==> config.mk <==
export PLATFORM = sky130hd
export DESIGN_NAME = obj_trajectory
export DESIGN_NICKNAME = d
export VERILOG_FILES = /design/src/rtl/obj_trajectory.sv
export SDC_FILE = /design/constraint.sdc
export NUM_CORES = 1
export LEC_CHECK = 0
export CORE_MARGIN = 3
export CORE_UTILIZATION = 50
export DETAILED_ROUTE_END_ITERATION = 10
export GPL_TIMING_DRIVEN = 0
export PLACE_DENSITY = 0.74
export SYNTH_ARGS = -nofsm -noshare
export SYNTH_HDL_FRONTEND = slang
export SYNTH_SLANG_ARGS = --single-unit
export TNS_END_PERCENT = 30
==> constraint.sdc <==
create_clock -name clk -period 5.1 [get_ports clk]
set_input_delay 1.02 -clock clk [delete_from_list [all_inputs] [get_ports clk]]
set_output_delay 1.02 -clock clk [all_outputs]
set_load 0.02 [all_outputs]
==> src/rtl/obj_trajectory.sv <==
// Per-frame gravity-parabola motion engine for one sprite, feeding displayObj posx/posy.
// Build option: define WALL_BOUNCE_EN to reflect off the side walls instead of exiting there.
module obj_trajectory #(
  parameter int SCREEN_W  = 640,
  parameter int SCREEN_H  = 480,
  parameter int FRAC_BITS = 4,
  parameter int GRAVITY   = 2
) (
  input  logic       clk,
  input  logic       rst,
  input  logic       vs,
  input  logic       launch,
  input  logic [9:0] launch_x,
  input  logic [7:0] launch_vx,
  input  logic [7:0] launch_vy,
  input  logic       kill,
  input  logic [9:0] width,
  input  logic [8:0] height,
  output logic [9:0] posx,
  output logic [8:0] posy,
  output logic       active,
  output logic       done
);
  localparam int PXW = 12 + FRAC_BITS;
  localparam int PYW = 11 + FRAC_BITS;
  localparam int CW  = PXW + 2;

  typedef enum logic {IDLE = 1'b0, FLY = 1'b1} state_t;
  state_t state_reg, state_next;

  logic                  vs_q_reg;
  logic                  tick;
  logic signed [PXW-1:0] px_reg, px_next;
  logic signed [PYW-1:0] py_reg, py_next;
  logic signed [7:0]     vx_reg, vx_next;
  logic signed [7:0]     vy_reg, vy_next;
  logic [9:0]            posx_reg, posx_next;
  logic [8:0]            posy_reg, posy_next;
  logic                  done_reg, done_next;

  logic signed [CW-1:0]  npx, npy, npx_int, npy_int, right_lim;
  logic signed [8:0]     vy_grav;
  logic signed [7:0]     vy_grav_sat, vx_neg;
  logic                  hit_floor, hit_ceil, hit_left, hit_right, exit_now;

  assign tick = vs_q_reg & ~vs;

  // Candidate position computed in a wider signed space so no boundary test can wrap.
  assign npx       = CW'(px_reg) + CW'(vx_reg);
  assign npy       = CW'(py_reg) + CW'(vy_reg);
  assign npx_int   = npx >>> FRAC_BITS;
  assign npy_int   = npy >>> FRAC_BITS;
  assign right_lim = CW'(SCREEN_W) - $signed(CW'(width));

  assign hit_floor = npy_int >= CW'(SCREEN_H);
  assign hit_ceil  = npy[CW-1];
  assign hit_left  = npx[CW-1];
  assign hit_right = npx_int > right_lim;

`ifdef WALL_BOUNCE_EN
  assign exit_now = hit_floor;
`else
  assign exit_now = hit_floor | hit_left | hit_right;
`endif

  assign vy_grav = 9'(vy_reg) + 9'(GRAVITY);

  always_comb begin
    if (vy_grav > 9'sd127) begin
      vy_grav_sat = 8'sh7f;
    end else if (vy_grav < -9'sd128) begin
      vy_grav_sat = 8'sh80;
    end else begin
      vy_grav_sat = vy_grav[7:0];
    end
  end

  // -(-128) does not fit in 8 bits, so it pins to +127.
  assign vx_neg = (vx_reg == 8'sh80) ? 8'sh7f : -vx_reg;

  always_comb begin
    state_next = state_reg;
    case (state_reg)
      IDLE:    if (launch) state_next = FLY;
      FLY:     if (kill || (tick && exit_now)) state_next = IDLE;
      default: state_next = IDLE;
    endcase
  end

  always_comb begin
    px_next   = px_reg;
    py_next   = py_reg;
    vx_next   = vx_reg;
    vy_next   = vy_reg;
    posx_next = posx_reg;
    posy_next = posy_reg;
    done_next = 1'b0;
    if (state_reg == IDLE) begin
      if (launch) begin
        px_next   = PXW'({launch_x, {FRAC_BITS{1'b0}}});
        py_next   = PYW'(SCREEN_H - int'(height)) <<< FRAC_BITS;
        vx_next   = $signed(launch_vx);
        vy_next   = $signed(launch_vy);
        posx_next = launch_x;
        posy_next = 9'(SCREEN_H - int'(height));
      end
    end else if (!kill && tick) begin
      if (exit_now) begin
        done_next = 1'b1;
      end else begin
        px_next = PXW'(npx);
        py_next = PYW'(npy);
        vy_next = vy_grav_sat;
        if (hit_ceil) begin
          py_next = '0;
          vy_next = '0;
        end
        if (hit_left) begin
          px_next = '0;
          vx_next = vx_neg;
        end else if (hit_right) begin
          px_next = PXW'(right_lim <<< FRAC_BITS);
          vx_next = vx_neg;
        end
        posx_next = px_next[FRAC_BITS +: 10];
        posy_next = py_next[FRAC_BITS +: 9];
      end
    end
  end

  always_ff @(posedge clk) begin
    if (rst) begin
      state_reg <= IDLE;
    end else begin
      state_reg <= state_next;
    end
  end

  always_ff @(posedge clk) begin
    if (rst) begin
      vs_q_reg <= 1'b1;
      px_reg   <= '0;
      py_reg   <= '0;
      vx_reg   <= '0;
      vy_reg   <= '0;
      posx_reg <= '0;
      posy_reg <= '0;
      done_reg <= 1'b0;
    end else begin
      vs_q_reg <= vs;
      px_reg   <= px_next;
      py_reg   <= py_next;
      vx_reg   <= vx_next;
      vy_reg   <= vy_next;
      posx_reg <= posx_next;
      posy_reg <= posy_next;
      done_reg <= done_next;
    end
  end

  always_comb begin
    active = (state_reg == FLY);
    done   = done_reg;
    posx   = posx_reg;
    posy   = posy_reg;
  end

endmodule

==> metrics.md <==
| Metric | Value |
|---|---|
| Xor/xnor share of the synthesized area | 7.17% |
| Routed length per instance | 18.1 µm |
| PortBufs | 69 |
| First-pass GRT wire length | roughly 25 mm |
| Hold_buf cts | 0 |
| Synth Net Count | approximately 730 |
| Largest family of logic cells by synthesized area | compound AO/OA/AOI/OAI gates |
| Grt ovf | 0 |
| Largest cells by area after synthesis | dfxtp_1 20%, ha_1 11%, nand2_1 4.7%, a21oi_1 4.5%, nor2_1 3.9% |
| Cell variety after synth | 80 |
| Yosys reg bits | 50 |
| Post-synth top area cell | dfxtp_1 |
| Width of the die | around 110 µm |
| Htree depth | 2 |
| Final-report hold violation count | 0 |
| Synth Area in Simple Gates | 21.6% |
| Status | finished clean |
| Starting Density | 51.7% |
| Crit path max fanout | 10 |
| Final setup violating endpoints | 0 |
| Max_slew headroom | ~55% |
| Synthesized-area fraction occupied by adder cells | 12.1% |
| Final nets | 816 |
| Most frequent cells in the layout | 69 x clkdlybuf4s50_1, 64 x nand2_1, 53 x nor2_1 |
| Mux cell area share after synthesis | under 10% |
| Pin count of the biggest net entering global routing | 19 |
| Top_reg_cell synth | dfxtp_1 |
| Antenna viol nets, final | 0 |
| DRC viols | 0 |
| Cell area after synthesis | 5070 µm² |
| Yosys top cell area share | around 20% |
| DP HPWL | 12.2 mm |
| GRT Total Usage | 26.9% |
| Clock transition at path regs | ~0.11 ns |
| CTS tree | yes |
| Layout fillers | 947 |
| Reg area | 1000 µm² |
| Area of the die | around 11000 µm² |
| Root Driver | clkbuf_8 |
| Critical path class | reg -> reg |
| DRT Pass-1 Iters | 5 |
| Placer congestion estimate | 0.911 |
| Num ports | 71 |
| Vias | 5261 |
| Num CTS Buffers | 5 |
| Vias in the first global route | 5092 |
| FMAX | 0.207 GHz |
| Async SR Flop Fraction | 0% |
| Pleak | 2.57 nW |
| PD cells | between 200 and 300 nW/µm² |
| Clk_lat worst skew | 0.32 ns |
| Synth Area in Compound Gates | 29.3% |
| Worst-Margin Slew | 0.674 ns |
| Critical Path Start Type | flop |
| Mapped Cells | between 600 and 700 |
| Initial DRC count | 253 |
| Die Ht | approximately 110 µm |
| Worst endpoint required time | 5.32 ns |
| Row count | 36 |
| Clock Tree Buf Depth | 2 |
| N_diodes | 0 |
| Syn. warnings | 0 |
| Core area | 9820 µm² |
| Peak supply drop | about 0.12 mV |
| Routed WL | 15.4 mm |
| Setup Skew | 0.00808 ns |
| Clock sink count | 50 |
| Share of cells above drive strength 1 | 10.3% |
| Post-synth EDFFs | 0 |
| CP arrival | 5.06 ns |
| Unrepaired setup endpoints after global routing | no |
| Commonest non-fill, non-tap cell in the layout | clkdlybuf4s50_1 |
| Max Cap Violations | 0 |
| Area after DPL | approximately 6000 µm² |
| Sequential share of the synthesized area | between 10% and 20% |
| Minimum clock period after layout | approximately 4.8 ns |
| Slew Limit Fails | 0 |
| Number of flip-flops in the largest register | 16 |
| Antenna violations before repair | 0 |
| Worst min-delay path category | reg -> reg |
| Period utilization | a little over nine tenths |
| CP endpoint kind | flop |
| Post-route cell area | 6110 µm² |
| Multi-input gate area | 3740 µm² |
| Synth Area per Inst | 7.98 µm² |
| Vias per inst | 6.17 |
| Hold slack | between 0.4 and 0.5 ns |
| Area delta synth->final | 20.5% |
worst max-delay path: stages, from the launching register on:
cell and delay, ns:
dfxtp_1 0.34, ha_1 0.31, a211oi_1 0.39, o211ai_1 0.23, a221o_1 0.44, a21o_1 0.23
a21o_1 0.20, a21oi_1 0.18, xnor2_1 0.20, ha_1 0.32, a211oi_2 0.28, o221ai_1 0.17
a21o_1 0.21, o221a_1 0.20, buf_4 0.18, a21oi_4 0.24, clkbuf_4 0.25, a211oi_1 0.09
a311oi_1 0.28
worst paths after layout:
kind                            cells after the start        end  slack, ns       from
worst min register to register                      2  vx_reg[2]       0.47  vx_reg[2]
worst max register to register                     18  vy_reg[7]       0.27  px_reg[1]
worst min-delay path                                2  vx_reg[2]       0.47  vx_reg[2]
worst max-delay path                               18  vy_reg[7]       0.27  px_reg[1]
cell families after synthesis:
| group | after synthesis |
|---|---|
| muxes | 14 |
| and+or+nand+nor | 219 |
| DFF | 50 |
| xor gates and xnor gates | 40 |
| AOI/OAI and AO/OA | 198 |
| buffers and inverters | 67 |
| adders and majority gates | 48 |
cell type report:
| cell class | count | area share, % |
|---|---|---|
| multi-input cells | 519 | 61.2 |
| flip-flops and latches | 50 | 16.4 |
| repair buffers | 75 | 12.0 |
| plain buffers | 48 | 4.89 |
| well taps | 133 | 2.72 |
| inverters | 19 | 1.17 |
| clock buffers | 5 | 1.13 |
| clock inverters | 3 | 0.471 |
through the flow:
stage	instances	TNS, ns	worst slack [ns]	power (mW)	util (%)
floorplan	636	0	0.614	1.02	-
global placement	838	-16.75	-0.553	1.24	60.4
detailed placement	838	-20.61	-0.654	1.26	60.4
CTS	848	0	0.0998	1.53	61.7
global route	852	0	0.0317	1.65	62.3
finish	852	0	0.267	1.55	62.3
repair_timing:
| action | 4_1_cts | 5_1_grt |
|---|---|---|
| endpoints found under the setup margin | 41 | 41 |
| setup buffers | 2 | 4 |
| resized for setup | 6 | 8 |
| pin swaps | 1 | 2 |
cells in the mapped netlist (all sizes together) (13+ instances only):
library cell / instances
o211ai: 14
xor2: 20
nand2: 64
inv: 19
nor2: 54
mux2i: 14
nor2b: 13
a21oi: 48
a211oi: 21
nand3: 20
xnor2: 19
nor3: 13
ha: 46
o21ai: 27
clkbuf: 19
dfxtp: 50
buf: 29
metal layers:
metal  up-vias  global-route usage (%)  routed length [µm]
met3        35                    2.77                 889
li1       2531                       -                   -
met4         0                    11.4                 535
met2       200                    47.5                7660
met5         -                       0                   0
met1      2495                    33.3                6360
report_power, final:
| part | internal, mW | switching, mW | total (mW) |
|---|---|---|---|
| logic | 0.352 | 0.468 | 0.820 |
| clock network | 0.103 | 0.157 | 0.260 |
| registers | 0.425 | 0.0442 | 0.469 |
(Power assumes the default switching activity.)
